### src/rtl/pmp_sched_pkg.sv
// Shared types and defaults for the pattern-matching dispatch scheduler.
//   NUM_MODULES / MOD_IDX_W : number of served modules and their index width
//   FIFO_DEPTH_DEF          : default command FIFO depth
//   TIMEOUT_CYC_DEF         : default accept watchdog limit (PMP_DISP_TIMEOUT_EN only)
//   cmd_t                   : queued command {bcast, target, control, data}
package pmp_sched_pkg;

  localparam int unsigned NUM_MODULES     = 4;
  localparam int unsigned MOD_IDX_W       = 2;
  localparam int unsigned FIFO_DEPTH_DEF  = 8;
  localparam int unsigned TIMEOUT_CYC_DEF = 1024;

  // control[15:14] == CTRL_NOP marks a command that only updates the slot
  localparam logic [1:0] CTRL_NOP = 2'b00;

  typedef enum logic [1:0] {
    IDLE,
    CHECK,
    ISSUE
  } state_e;

  typedef struct packed {
    logic                 bcast;
    logic [MOD_IDX_W:0]   target;
    logic [15:0]          control;
    logic [63:0]          data;
  } cmd_t;

  function automatic logic is_nop(input logic [15:0] ctrl);
    return ctrl[15:14] == CTRL_NOP;
  endfunction

endpackage

### src/rtl/pmp_cmd_fifo.sv
// Synchronous command FIFO with occupancy count; a full FIFO refuses a push
// even when a pop happens in the same cycle.
//   clk, reset : clock, synchronous active-low reset
//   push_i     : write wdata_i when not full
//   pop_i      : drop head entry when not empty
//   rdata_o    : head entry (valid while count_o != 0)
//   count_o    : number of queued entries
module pmp_cmd_fifo #(
  parameter int unsigned WIDTH = 84,
  parameter int unsigned DEPTH = 8
) (
  input  logic                       clk,
  input  logic                       reset,
  input  logic                       push_i,
  input  logic                       pop_i,
  input  logic [WIDTH-1:0]           wdata_i,
  output logic [WIDTH-1:0]           rdata_o,
  output logic [$clog2(DEPTH):0]     count_o
);

  localparam int unsigned AW = $clog2(DEPTH);
  localparam int unsigned CW = AW + 1;

  logic [WIDTH-1:0] mem_q [DEPTH];
  logic [AW-1:0]    wptr_q, wptr_d, rptr_q, rptr_d;
  logic [CW-1:0]    count_q, count_d;
  logic             do_push, do_pop;

  assign do_push = push_i && (count_q != CW'(DEPTH));
  assign do_pop  = pop_i && (count_q != '0);

  // Pointers wrap naturally because DEPTH is a power of two
  always_comb begin
    wptr_d  = wptr_q;
    rptr_d  = rptr_q;
    count_d = count_q;
    if (do_push) wptr_d = wptr_q + AW'(1);
    if (do_pop)  rptr_d = rptr_q + AW'(1);
    case ({do_push, do_pop})
      2'b10:   count_d = count_q + CW'(1);
      2'b01:   count_d = count_q - CW'(1);
      default: count_d = count_q;
    endcase
  end

  always_ff @(posedge clk) begin
    if (!reset) begin
      wptr_q  <= '0;
      rptr_q  <= '0;
      count_q <= '0;
    end else begin
      wptr_q  <= wptr_d;
      rptr_q  <= rptr_d;
      count_q <= count_d;
    end
  end

  // Storage needs no reset; entries are only read when counted
  always_ff @(posedge clk) begin
    if (do_push) mem_q[wptr_q] <= wdata_i;
  end

  assign rdata_o = mem_q[rptr_q];
  assign count_o = count_q;

endmodule

### src/rtl/pmp_dispatch_scheduler.sv
// Command scheduler in front of the pattern-matching modules. Commands are
// queued, issued strictly in order to idle target module(s), and each
// module's data_ready is held until it reports data_accepted.
//   cmd_*          : software command input (valid/ready)
//   mod_control/mod_data/mod_ready : per-module issue slot and handshake
//   mod_accepted   : per-module data_accepted
//   mod_pattern / hit_clr / hit_status : sticky pattern hit collection
//   busy           : module has an outstanding handshake
//   fifo_count     : queued commands
//   err_badtarget  : sticky, a unicast command with invalid target was dropped
// Optional macro PMP_DISP_TIMEOUT_EN adds a per-module accept watchdog and
// the sticky err_timeout output.
module pmp_dispatch_scheduler
  import pmp_sched_pkg::*;
#(
  parameter int unsigned FIFO_DEPTH = FIFO_DEPTH_DEF
`ifdef PMP_DISP_TIMEOUT_EN
  ,
  parameter int unsigned TIMEOUT_CYC = TIMEOUT_CYC_DEF
`endif
) (
  input  logic                        clk,
  input  logic                        reset,
  input  logic                        cmd_valid,
  output logic                        cmd_ready,
  input  logic                        cmd_bcast,
  input  logic [MOD_IDX_W:0]          cmd_target,
  input  logic [15:0]                 cmd_control,
  input  logic [63:0]                 cmd_data,
  output logic [NUM_MODULES*16-1:0]   mod_control,
  output logic [NUM_MODULES*64-1:0]   mod_data,
  output logic [NUM_MODULES-1:0]      mod_ready,
  input  logic [NUM_MODULES-1:0]      mod_accepted,
  input  logic [NUM_MODULES-1:0]      mod_pattern,
  input  logic [NUM_MODULES-1:0]      hit_clr,
  output logic [NUM_MODULES-1:0]      hit_status,
  output logic [NUM_MODULES-1:0]      busy,
  output logic [$clog2(FIFO_DEPTH):0] fifo_count,
  output logic                        err_badtarget
`ifdef PMP_DISP_TIMEOUT_EN
  ,
  output logic [NUM_MODULES-1:0]      err_timeout
`endif
);

  localparam int unsigned CNT_W = $clog2(FIFO_DEPTH) + 1;
  localparam int unsigned TGT_W = MOD_IDX_W + 1;

  cmd_t                          cmd_in, head;
  logic [CNT_W-1:0]              count;
  state_e                        state_q, state_d;
  logic                          pop_c, issue_c, err_set_c;
  logic                          head_bad, head_free;
  logic [NUM_MODULES-1:0][15:0]  ctrl_q, ctrl_d;
  logic [NUM_MODULES-1:0][63:0]  data_q, data_d;
  logic [NUM_MODULES-1:0]        ready_q, ready_d, busy_q, busy_d, hit_q, hit_d;
  logic [NUM_MODULES-1:0]        to_fire_c;
  logic                          err_bad_q, err_bad_d;

  assign cmd_in    = {cmd_bcast, cmd_target, cmd_control, cmd_data};
  assign cmd_ready = count < CNT_W'(FIFO_DEPTH);

  pmp_cmd_fifo #(
    .WIDTH ($bits(cmd_t)),
    .DEPTH (FIFO_DEPTH)
  ) u_fifo (
    .clk     (clk),
    .reset   (reset),
    .push_i  (cmd_valid && cmd_ready),
    .pop_i   (pop_c),
    .wdata_i (cmd_in),
    .rdata_o (head),
    .count_o (count)
  );

  // Head eligibility looks only at registered busy
  assign head_bad  = !head.bcast && (head.target >= TGT_W'(NUM_MODULES));
  assign head_free = head.bcast ? (busy_q == '0) : !busy_q[head.target[MOD_IDX_W-1:0]];

  // Dispatch FSM: next state and pop/issue strobes
  always_comb begin
    state_d   = state_q;
    pop_c     = 1'b0;
    issue_c   = 1'b0;
    err_set_c = 1'b0;
    case (state_q)
      IDLE: begin
        if (count != '0) state_d = CHECK;
      end
      CHECK: begin
        if (count == '0) begin
          state_d = IDLE;
        end else if (head_bad) begin
          pop_c     = 1'b1;
          err_set_c = 1'b1;
          state_d   = (count > CNT_W'(1)) ? CHECK : IDLE;
        end else if (head_free) begin
          state_d = ISSUE;
        end
      end
      ISSUE: begin
        pop_c   = 1'b1;
        issue_c = 1'b1;
        state_d = (count > CNT_W'(1)) ? CHECK : IDLE;
      end
      default: state_d = IDLE;
    endcase
  end

`ifdef PMP_DISP_TIMEOUT_EN
  localparam int unsigned TO_W = $clog2(TIMEOUT_CYC) + 1;

  logic [NUM_MODULES-1:0][TO_W-1:0] to_cnt_q, to_cnt_d;
  logic [NUM_MODULES-1:0]           err_to_q, err_to_d;

  // Watchdog fires on the TIMEOUT_CYC-th consecutive busy cycle
  always_comb begin
    to_cnt_d  = to_cnt_q;
    to_fire_c = '0;
    for (int unsigned i = 0; i < NUM_MODULES; i++) begin
      to_fire_c[i] = busy_q[i] && (to_cnt_q[i] == TO_W'(TIMEOUT_CYC - 1));
      to_cnt_d[i]  = busy_q[i] ? (to_cnt_q[i] + TO_W'(1)) : '0;
    end
    err_to_d = err_to_q | to_fire_c;
  end

  always_ff @(posedge clk) begin
    if (!reset) begin
      to_cnt_q <= '0;
      err_to_q <= '0;
    end else begin
      to_cnt_q <= to_cnt_d;
      err_to_q <= err_to_d;
    end
  end

  assign err_timeout = err_to_q;
`else
  assign to_fire_c = '0;
`endif

  // Slot update, handshake release and sticky status
  always_comb begin
    ctrl_d    = ctrl_q;
    data_d    = data_q;
    ready_d   = ready_q;
    busy_d    = busy_q;
    hit_d     = (hit_q & ~hit_clr) | mod_pattern;
    err_bad_d = err_bad_q | err_set_c;
    for (int unsigned i = 0; i < NUM_MODULES; i++) begin
      if ((ready_q[i] && mod_accepted[i]) || to_fire_c[i]) begin
        ready_d[i] = 1'b0;
        busy_d[i]  = 1'b0;
      end
      if (issue_c && (head.bcast || (head.target == TGT_W'(i)))) begin
        ctrl_d[i] = head.control;
        data_d[i] = head.data;
        if (!is_nop(head.control)) begin
          ready_d[i] = 1'b1;
          busy_d[i]  = 1'b1;
        end
      end
    end
  end

  always_ff @(posedge clk) begin
    if (!reset) begin
      state_q   <= IDLE;
      ctrl_q    <= '0;
      data_q    <= '0;
      ready_q   <= '0;
      busy_q    <= '0;
      hit_q     <= '0;
      err_bad_q <= 1'b0;
    end else begin
      state_q   <= state_d;
      ctrl_q    <= ctrl_d;
      data_q    <= data_d;
      ready_q   <= ready_d;
      busy_q    <= busy_d;
      hit_q     <= hit_d;
      err_bad_q <= err_bad_d;
    end
  end

  assign mod_control   = ctrl_q;
  assign mod_data      = data_q;
  assign mod_ready     = ready_q;
  assign busy          = busy_q;
  assign hit_status    = hit_q;
  assign fifo_count    = count;
  assign err_badtarget = err_bad_q;

endmodule
### config.mk
export PLATFORM = sky130hd
export DESIGN_NAME = pmp_dispatch_scheduler
export DESIGN_NICKNAME = d
export VERILOG_FILES = /design/src/rtl/pmp_sched_pkg.sv /design/src/rtl/pmp_cmd_fifo.sv /design/src/rtl/pmp_dispatch_scheduler.sv
export SDC_FILE = /design/constraint.sdc
export NUM_CORES = 1
export LEC_CHECK = 0
export ABC_AREA = 1
export ABC_CLOCK_PERIOD_IN_PS = 6300
export BUFFER_PORTS_ARGS = -buffer_cell sky130_fd_sc_hd__buf_2
export CORE_MARGIN = 2
export CORE_UTILIZATION = 58
export CTS_CLUSTER_SIZE = 20
export DETAILED_ROUTE_END_ITERATION = 8
export HOLD_SLACK_MARGIN = 0.12
export PLACE_DENSITY = 0.79
export SLEW_MARGIN = 25
export SYNTH_ARGS = -nofsm -noshare
export SYNTH_HDL_FRONTEND = slang
export SYNTH_HIERARCHICAL = 1
export SYNTH_SLANG_ARGS = --single-unit
### constraint.sdc
create_clock -name clk -period 6.3 [get_ports clk]
set_clock_uncertainty 0.2 [all_clocks]
set_input_delay 0.315 -clock clk [delete_from_list [all_inputs] [get_ports clk]]
set_output_delay 0.315 -clock clk [all_outputs]
set_load 0.02 [all_outputs]
==> results.py, run 1 <==
metrics = {
    "cells_and_area": {
        "layout-drive-gt1-share_pct": 15.8,
        "syn_to_final_growth_pct": 17.3,
        "fin_nets": 4035,
        "fin_area_um2": 45100,
        "final_cells": 4877,
    },
    "global_routing": {
        "grt.total_usage_pct": 28.6,
        "grt_pass1_vias": 25300,
        "grt_pass1_wl_um": 149000,
        "grt_overflow": 0,
        "grt_max_degree": 224,
        "antenna_found_initial": 21,
    },
    "place": {
        "io_buffer_count": 436,
        "placed_area_um2": 40900,
        "gp_congestion": 0.919,
        "dp_slack_ns": 2.12,
        "dp_cells": 4595,
        "place_hpwl_um": 59500,
    },
    "pwr": {
        "p_int_mw": 12.1,
        "p_switching_mw": 5.57,
        "swShare_pct": 31.5,
        "peakVddDrop_v": 0.000211,
        "power.leakage_nw": 16.9,
        "p_per_area_nw_per_um2": 393,
        "power_frac_seq_pct": 46.4,
        "comb_power_share_pct": 22.1,
        "clkPwrFrac_pct": 31.6,
    },
    "critical_path": {
        "startpoint_type": "register",
        "required_ns": 6.66,
        "cp-end-kind": "register",
        "max_stage_delay_ns": 0.60,
        "crit_chain": "buf_12, buf_16, mux2i_1, o22ai_1, nand2_1, nand2_1, inv_1, nand2_1, nand2_1, nand2_4, inv_2, buf_4, o21ai_0, a21oi_1",
        "reg2reg_slack_ns": 1.97,
        "critical_path.max_fanout": 124,
        "reg2reg_depth": 14,
        "arrival_ns": 4.68,
        "path_class": "reg2reg",
        "cpMaxStageDelayCell": "dfxtp_4",
        "crit_path_frequent_cell": "nand2_1",
    },
    "synthesis": {
        "syn_area_per_cell_um2": 11.0,
        "ys_warn_count": 6,
        "yosys_register_bits": 1020,
        "async_reset_ff_share_pct": 0,
        "muxShareOfSynthArea_pct": 2.19,
        "synthDistinctLibCells": 31,
        "syn_area_um2": 38400,
        "synth_top_family_by_area": "simple AND/OR/NAND/NOR gates",
        "synth_xor_xnor_area_share_pct": 0.0684,
        "synth_nets": 3588,
        "syn_inst": 3480,
        "synthAdderAreaFrac_pct": 0.293,
        "seq_area_frac_synth_pct": 70.7,
        "yosys.area_share.simple_pct": 13.0,
        "synth_edf_count": 672,
        "ys.flop_type": "edfxtp_1",
        "synth_compound_area_share_pct": 10.5,
    },
    "routing": {
        "drt_wl_total_um": 101000,
        "drc_errors": 0,
        "viasPerCell": 5.71,
        "wl_per_cell_um": 20.7,
        "route.vias.total": 27900,
        "antenna_left": 0,
        "firstDrtPassIters": 6,
        "drtIter0Drc": 3403,
    },
    "worst_hold_path": {
        "min_path_cells": 2,
        "hold_path.startpoint": "err_badtarget",
        "holdCritPathClass": "reg2reg",
    },
    "clocking": {
        "cts_tree": "done",
        "clock-sinks": 1020,
        "numCtsBuffers": 93,
        "insertion_delay_ns": 0.64,
        "cts_resized": 0,
        "path_clk_slew_ns": 0.06,
        "clockBufferDepth": 3,
        "htree_levels": 3,
        "cts_root_buffer": "clkbuf_16",
    },
    "sta": {
        "period_minus_slack_ns": 4.33,
        "finalCritPeriodShare_pct": 68.7,
        "fin_ws_ns": 1.97,
        "holdWs_ns": 0.258,
        "relSlewSlack_pct": 31.2,
        "fin_setup_tns_ns": 0,
        "grt_setup_unrepaired": "false",
        "worstMarginPinSlew_ns": 1.03,
        "max_clock_freq_ghz": 0.231,
        "finalHoldViolCount": 0,
        "slew_violations": 0,
        "finalSetupViolations": 0,
    },
    "die": {
        "die_area_um2": 68300,
        "fp.coreArea_um2": 65600,
        "row_count": 94,
        "die_x_um": 261,
        "pin_count": 437,
        "start_util_pct": 58.5,
        "die_y_um": 261,
    },
    "status": {
        "status": "complete, no violations",
    },
    "flow_run": {
        "maxCapViolations": 0,
    },
}
power by group through the flow:
stage / Clock (mW) / Combinational [mW] / Sequential (mW)
2_1_floorplan: 0 / 1.94 / 8.74
3_3_place_gp: 0 / 3.66 / 8.31
3_5_place_dp: 0 / 3.74 / 8.34
4_1_cts: 5.62 / 3.83 / 8.20
5_1_grt: 5.88 / 4.22 / 8.26
6_report: 5.58 / 3.91 / 8.21
critical path: cells and delay by family (launching register included):
family / cells / cell delay (ns)
AOI/OAI and AO/OA: 3 / 0.51
buffers and inverters: 5 / 1.63
DFF: 1 / 0.60
muxes: 1 / 0.25
and+or+nand+nor: 5 / 0.77
cell usage after synthesis, types with 3 or more instances:
| master | n | area share (%) |
|---|---|---|
| nand3_1 | 5 | 0.065 |
| dfxtp_1 | 348 | 18 |
| mux2i_1 | 84 | 2.2 |
| inv_1 | 34 | 0.33 |
| nand2_2 | 3 | 0.049 |
| o21ai_1 | 131 | 1.7 |
| buf_2 | 30 | 0.39 |
| ha_1 | 9 | 0.29 |
| inv_2 | 4 | 0.039 |
| nor2_1 | 996 | 9.7 |
| a21oi_1 | 30 | 0.39 |
| clkbuf_4 | 3 | 0.059 |
| buf_1 | 13 | 0.13 |
| nand2_1 | 314 | 3.1 |
| buf_4 | 26 | 0.51 |
| o21ai_0 | 535 | 7.0 |
| buf_6 | 16 | 0.47 |
| clkbuf_1 | 130 | 1.3 |
| o22ai_1 | 84 | 1.4 |
| edfxtp_1 | 672 | 53 |
layout make-up:
type                       count  area, um2
sequential                  1020      27200
fill                        4641      20600
multi-input combinational   2199      10000
timing repair buffer         571       3530
clock buffer                 130       2700
tap                          864       1080
clock inverter                43        345
inverter                      42        169
antenna                        8       20.0
cells in the final DEF (no fill, tap or decap), types with 3 or more instances in the layout:
cell and count:
ha_1 9, nor2_1 988, mux2i_1 84, inv_6 3, bufinv_16 5, clkinv_1 17, nor2_4 8, dfxtp_1 345
dfxtp_4 3, o22ai_1 84, inv_2 4, inv_4 3, clkbuf_1 19, buf_16 3, buf_4 31, clkinv_2 14
nand2_2 3, clkbuf_8 8, inv_1 36, nand2_1 314, o21ai_1 131, a21oi_1 30, dlygate4sd3_1 99, buf_2 435
diode_2 8, o21ai_0 535, edfxtp_1 672, clkbuf_16 100, nand3_1 5
per-stage QoR:
step | utilization (%) | total power, mW
floorplan | - | 10.7
global placement | 62.3 | 12.0
detailed placement | 62.4 | 12.1
CTS | 68.5 | 17.6
global route | 68.7 | 18.4
finish | 68.7 | 17.7
worst paths after layout:
path,endpoint
max,busy[1]
max reg2reg,busy[1]
min,err_badtarget
min reg2reg,err_badtarget
logic make-up (layout without fill, tap and decap cells):
logic type / after synthesis / after routing
flops: 1020 / 1020
simple gates: 1321 / 1321
xor+xnor: 3 / 3
buf+inv: 261 / 786
fa+ha+maj: 9 / 9
other cells: 0 / 8
mux: 84 / 84
compound gates: 782 / 782
state kept, by name, summed over array words and instances (netlist names), named ones only:
signal,cells
u_fifo/rptr_q,3
hit_status,4
u_fifo/count_o,4
u_fifo/wptr_q,3
mod_control,64
state_q,2
u_fifo/mem_q,672
mod_data,256
busy,4
err_badtarget,1
mod_ready,4
repair_timing:
action,4_1_cts,5_1_grt
hold endpoints to repair,829,0
hold buffers,99,0
endpoints found under the setup margin,0,0
buffers inserted,0,0
metal layers:
layer	part of all wire, %	wire length, um	up-vias	global-route usage [%]
met5	0.11	109	-	0
met4	3.5	3580	20	12.2
met3	10	10600	245	6.31
met2	45	45700	1465	43.2
met1	41	41100	13200	40.4
li1	-	-	12900	-
Power figures use the tool's default switching activity.
==> run 2: changes to the inputs <==
- ABC_AREA: 1 -> 0
- ABC_CLOCK_PERIOD_IN_PS: 6300 -> 4200
- clock period: 6.3 -> 4.2 ns (I/O delays scaled with it)
==> run 2 against run 1 <==
Sequential power increased by 35%. Die area decreased by 2.2%. First-iteration DRC count decreased by 22%. Cell count decreased by 18%. Synthesized area decreased by 2.2%. Register-to-register slack got worse by 1.5 ns. Worst hold slack got worse by 0.081 ns. Fmax increased by 16%. Global-route usage decreased by 0.89 points. Power increased by 20%. Worst setup slack got worse by 1.5 ns. Flip-flop and latch count unchanged. Largest power group unchanged.
==> results.py, run 2 <==
metrics = {
    "status": {
        "status": "complete, no violations",
    },
    "critical_path": {
        "crit_chain": "buf_4, mux4_2, mux2_2, nor3_1, o21a_4, buf_4, nand2_1, a21oi_1",
        "crit_family": "multiplexers",
        "max_stage_delay_ns": 0.57,
        "crit_path_frequent_cell": "buf_4",
        "startpoint_type": "register",
        "critical_path.max_fanout": 30,
        "cpMaxStageDelayCell": "mux4_2",
        "arrival_ns": 4.07,
        "cp_num_buf_inv": 2,
        "cp-end-kind": "register",
        "path_class": "reg2reg",
        "required_ns": 4.54,
    },
    "cells_and_area": {
        "multi_input_comb_area_um2": 9740,
        "final_cell_mix": "edfxtp_1 (672), nand2_1 (655), buf_2 (436)",
        "post-route-util_pct": 69.9,
        "layout_commonest_cell": "edfxtp_1",
        "top_register": "u_fifo/mem_q",
        "layout-drive-gt1-share_pct": 29.1,
        "nFillCells": 4042,
        "register_area_um2": 27200,
        "fin_area_um2": 44900,
        "syn_to_final_growth_pct": 19.6,
        "fin_nets": 3159,
        "largest_reg_flops": 672,
    },
    "synthesis": {
        "synth.area.top_cells": "edfxtp_1 (54%), dfxtp_1 (19%), mux4_2 (10%)",
        "syn_inst": 2526,
        "synth_top_area_share_pct": 53.7,
        "synth_edf_count": 672,
        "ys_warn_count": 6,
        "syn_area_um2": 37500,
        "ys.flop_type": "edfxtp_1",
        "async_reset_ff_share_pct": 0,
        "synth_common_cells": "edfxtp_1 (672), nand2_1 (655), dfxtp_1 (348)",
        "synthDistinctLibCells": 43,
        "seq_area_frac_synth_pct": 72.3,
        "synth.most_common_cell": "edfxtp_1",
        "synth_nets": 2634,
        "synth_top_area_cell": "edfxtp_1",
        "yosys_register_bits": 1020,
        "syn_area_per_cell_um2": 14.9,
    },
    "routing": {
        "drtIter0Drc": 2640,
        "viasPerCell": 5.93,
        "wl_per_cell_um": 23.5,
        "antenna_left": 0,
        "route.vias.total": 23700,
        "drc_errors": 0,
        "drt_wl_total_um": 94100,
        "firstDrtPassIters": 6,
    },
    "sta": {
        "period_minus_slack_ns": 3.72,
        "relSlewSlack_pct": 38.4,
        "max_clock_freq_ghz": 0.269,
        "finalCritPeriodShare_pct": 88.7,
        "worstMarginPinSlew_ns": 0.924,
        "finalSetupViolations": 0,
        "finalHoldViolCount": 0,
        "slew_violations": 0,
        "grt_setup_unrepaired": "false",
    },
    "clocking": {
        "clock-sinks": 1020,
        "numCtsBuffers": 98,
        "post_cts_buffers": 0,
        "cts_root_buffer": "clkbuf_16",
        "insertion_delay_ns": 0.66,
        "path_clk_slew_ns": 0.06,
        "htree_levels": 3,
        "clockBufferDepth": 3,
        "cts_tree": "done",
        "cts_resized": 0,
    },
    "global_routing": {
        "grt_max_degree": 196,
        "grt_pass1_wl_um": 140000,
        "grt.total_usage_pct": 27.7,
        "grt_overflow": 0,
        "antenna_found_initial": 11,
        "grt_pass1_vias": 23900,
    },
    "die": {
        "die_y_um": 258,
        "die_area_um2": 66800,
        "row_count": 93,
        "start_util_pct": 58.5,
        "fp.coreArea_um2": 64200,
        "pin_count": 437,
        "die_x_um": 258,
    },
    "pwr": {
        "power.leakage_nw": 15.6,
        "p_per_area_nw_per_um2": 475,
        "p_total_mw": 21.3,
        "peakVddDrop_v": 0.000388,
    },
    "worst_hold_path": {
        "holdCritPathClass": "in2reg",
    },
    "place": {
        "gp_congestion": 0.829,
        "place_hpwl_um": 54900,
        "placed_area_um2": 40700,
        "io_buffer_count": 436,
    },
    "flow_run": {
        "maxCapViolations": 0,
    },
}
==> run 2: worst paths after layout <==
kind / start / endpoint / slack (ns) / cells past startpoint
max: register / mod_data[46] / 0.48 / 8
min: mod_accepted[2] / mod_ready[2] / 0.18 / 4
max reg2reg: register / mod_data[46] / 0.48 / 8
min reg2reg: mod_data[119] / mod_data[119] / 0.25 / 2
==> run 2: cell families (layout without fill, tap and decap cells) <==
| kind of cell | Yosys count | after routing | synth area share [%] |
|---|---|---|---|
| AND/OR/NAND/NOR | 705 | 705 | 7.32 |
| AO/OA/AOI/OAI | 361 | 361 | 4.98 |
| adder cells (fa/ha/maj) | 9 | 9 | 0.300 |
| multiplexers | 259 | 259 | 12.8 |
| XOR/XNOR | 7 | 7 | 0.163 |
| buffers and inverters | 165 | 774 | 2.15 |
| flip-flops | 1020 | 1020 | 72.3 |
| other | 0 | 9 | 0 |
==> run 2: metal layers <==
layer	track usage [%]	vias to the layer above	part of all wire [%]
met5	0	-	0.036
met4	11.1	6	3.3
li1	-	10300	-
met1	36.7	12000	38
met2	46.2	1265	50
met3	4.82	194	8.3
==> run 2: worst min-delay path, delay by kind of cell <==
| family | cells | cell delay [ns] |
|---|---|---|
| AND/OR/NAND/NOR | 1 | 0.10 |
| buffers and inverters | 2 | 0.61 |
| AO/OA/AOI/OAI | 1 | 0.06 |
==> run 2: final cells by class <==
class,count,area share (%)
multi-input combinational,1341,21.7
sequential,1020,60.5
clock buffer,130,6.08
antenna,9,0.0501
tap,855,2.38
inverter,9,0.103
clock inverter,54,0.961
timing repair buffer,581,8.27
==> run 2: timing repair <==
item	4_1_cts	5_1_grt
hold endpoints to repair	698	0
hold buffers	100	0
setup endpoints to repair	0	0
==> run 2: through the flow <==
| step | hold WS [ns] | TNS [ns] | setup WS [ns] | std cells |
|---|---|---|---|---|
| after CTS | 0.138 | 0 | 0.457 | 3989 |
| after detailed placement | 0.243 | 0 | 0.506 | 3705 |
| final | 0.177 | 0 | 0.477 | 3999 |
| after global placement | 0.221 | 0 | 0.554 | 3705 |
| after floorplan | 0.109 | -411.45 | -0.872 | 2526 |
| after global routing | 0.189 | 0 | 0.217 | 3998 |
==> run 2: report_power, final <==
group,internal (mW),switching [mW]
Sequential,11.0,0.134
Clock,4.94,3.68
Combinational,0.530,1.02
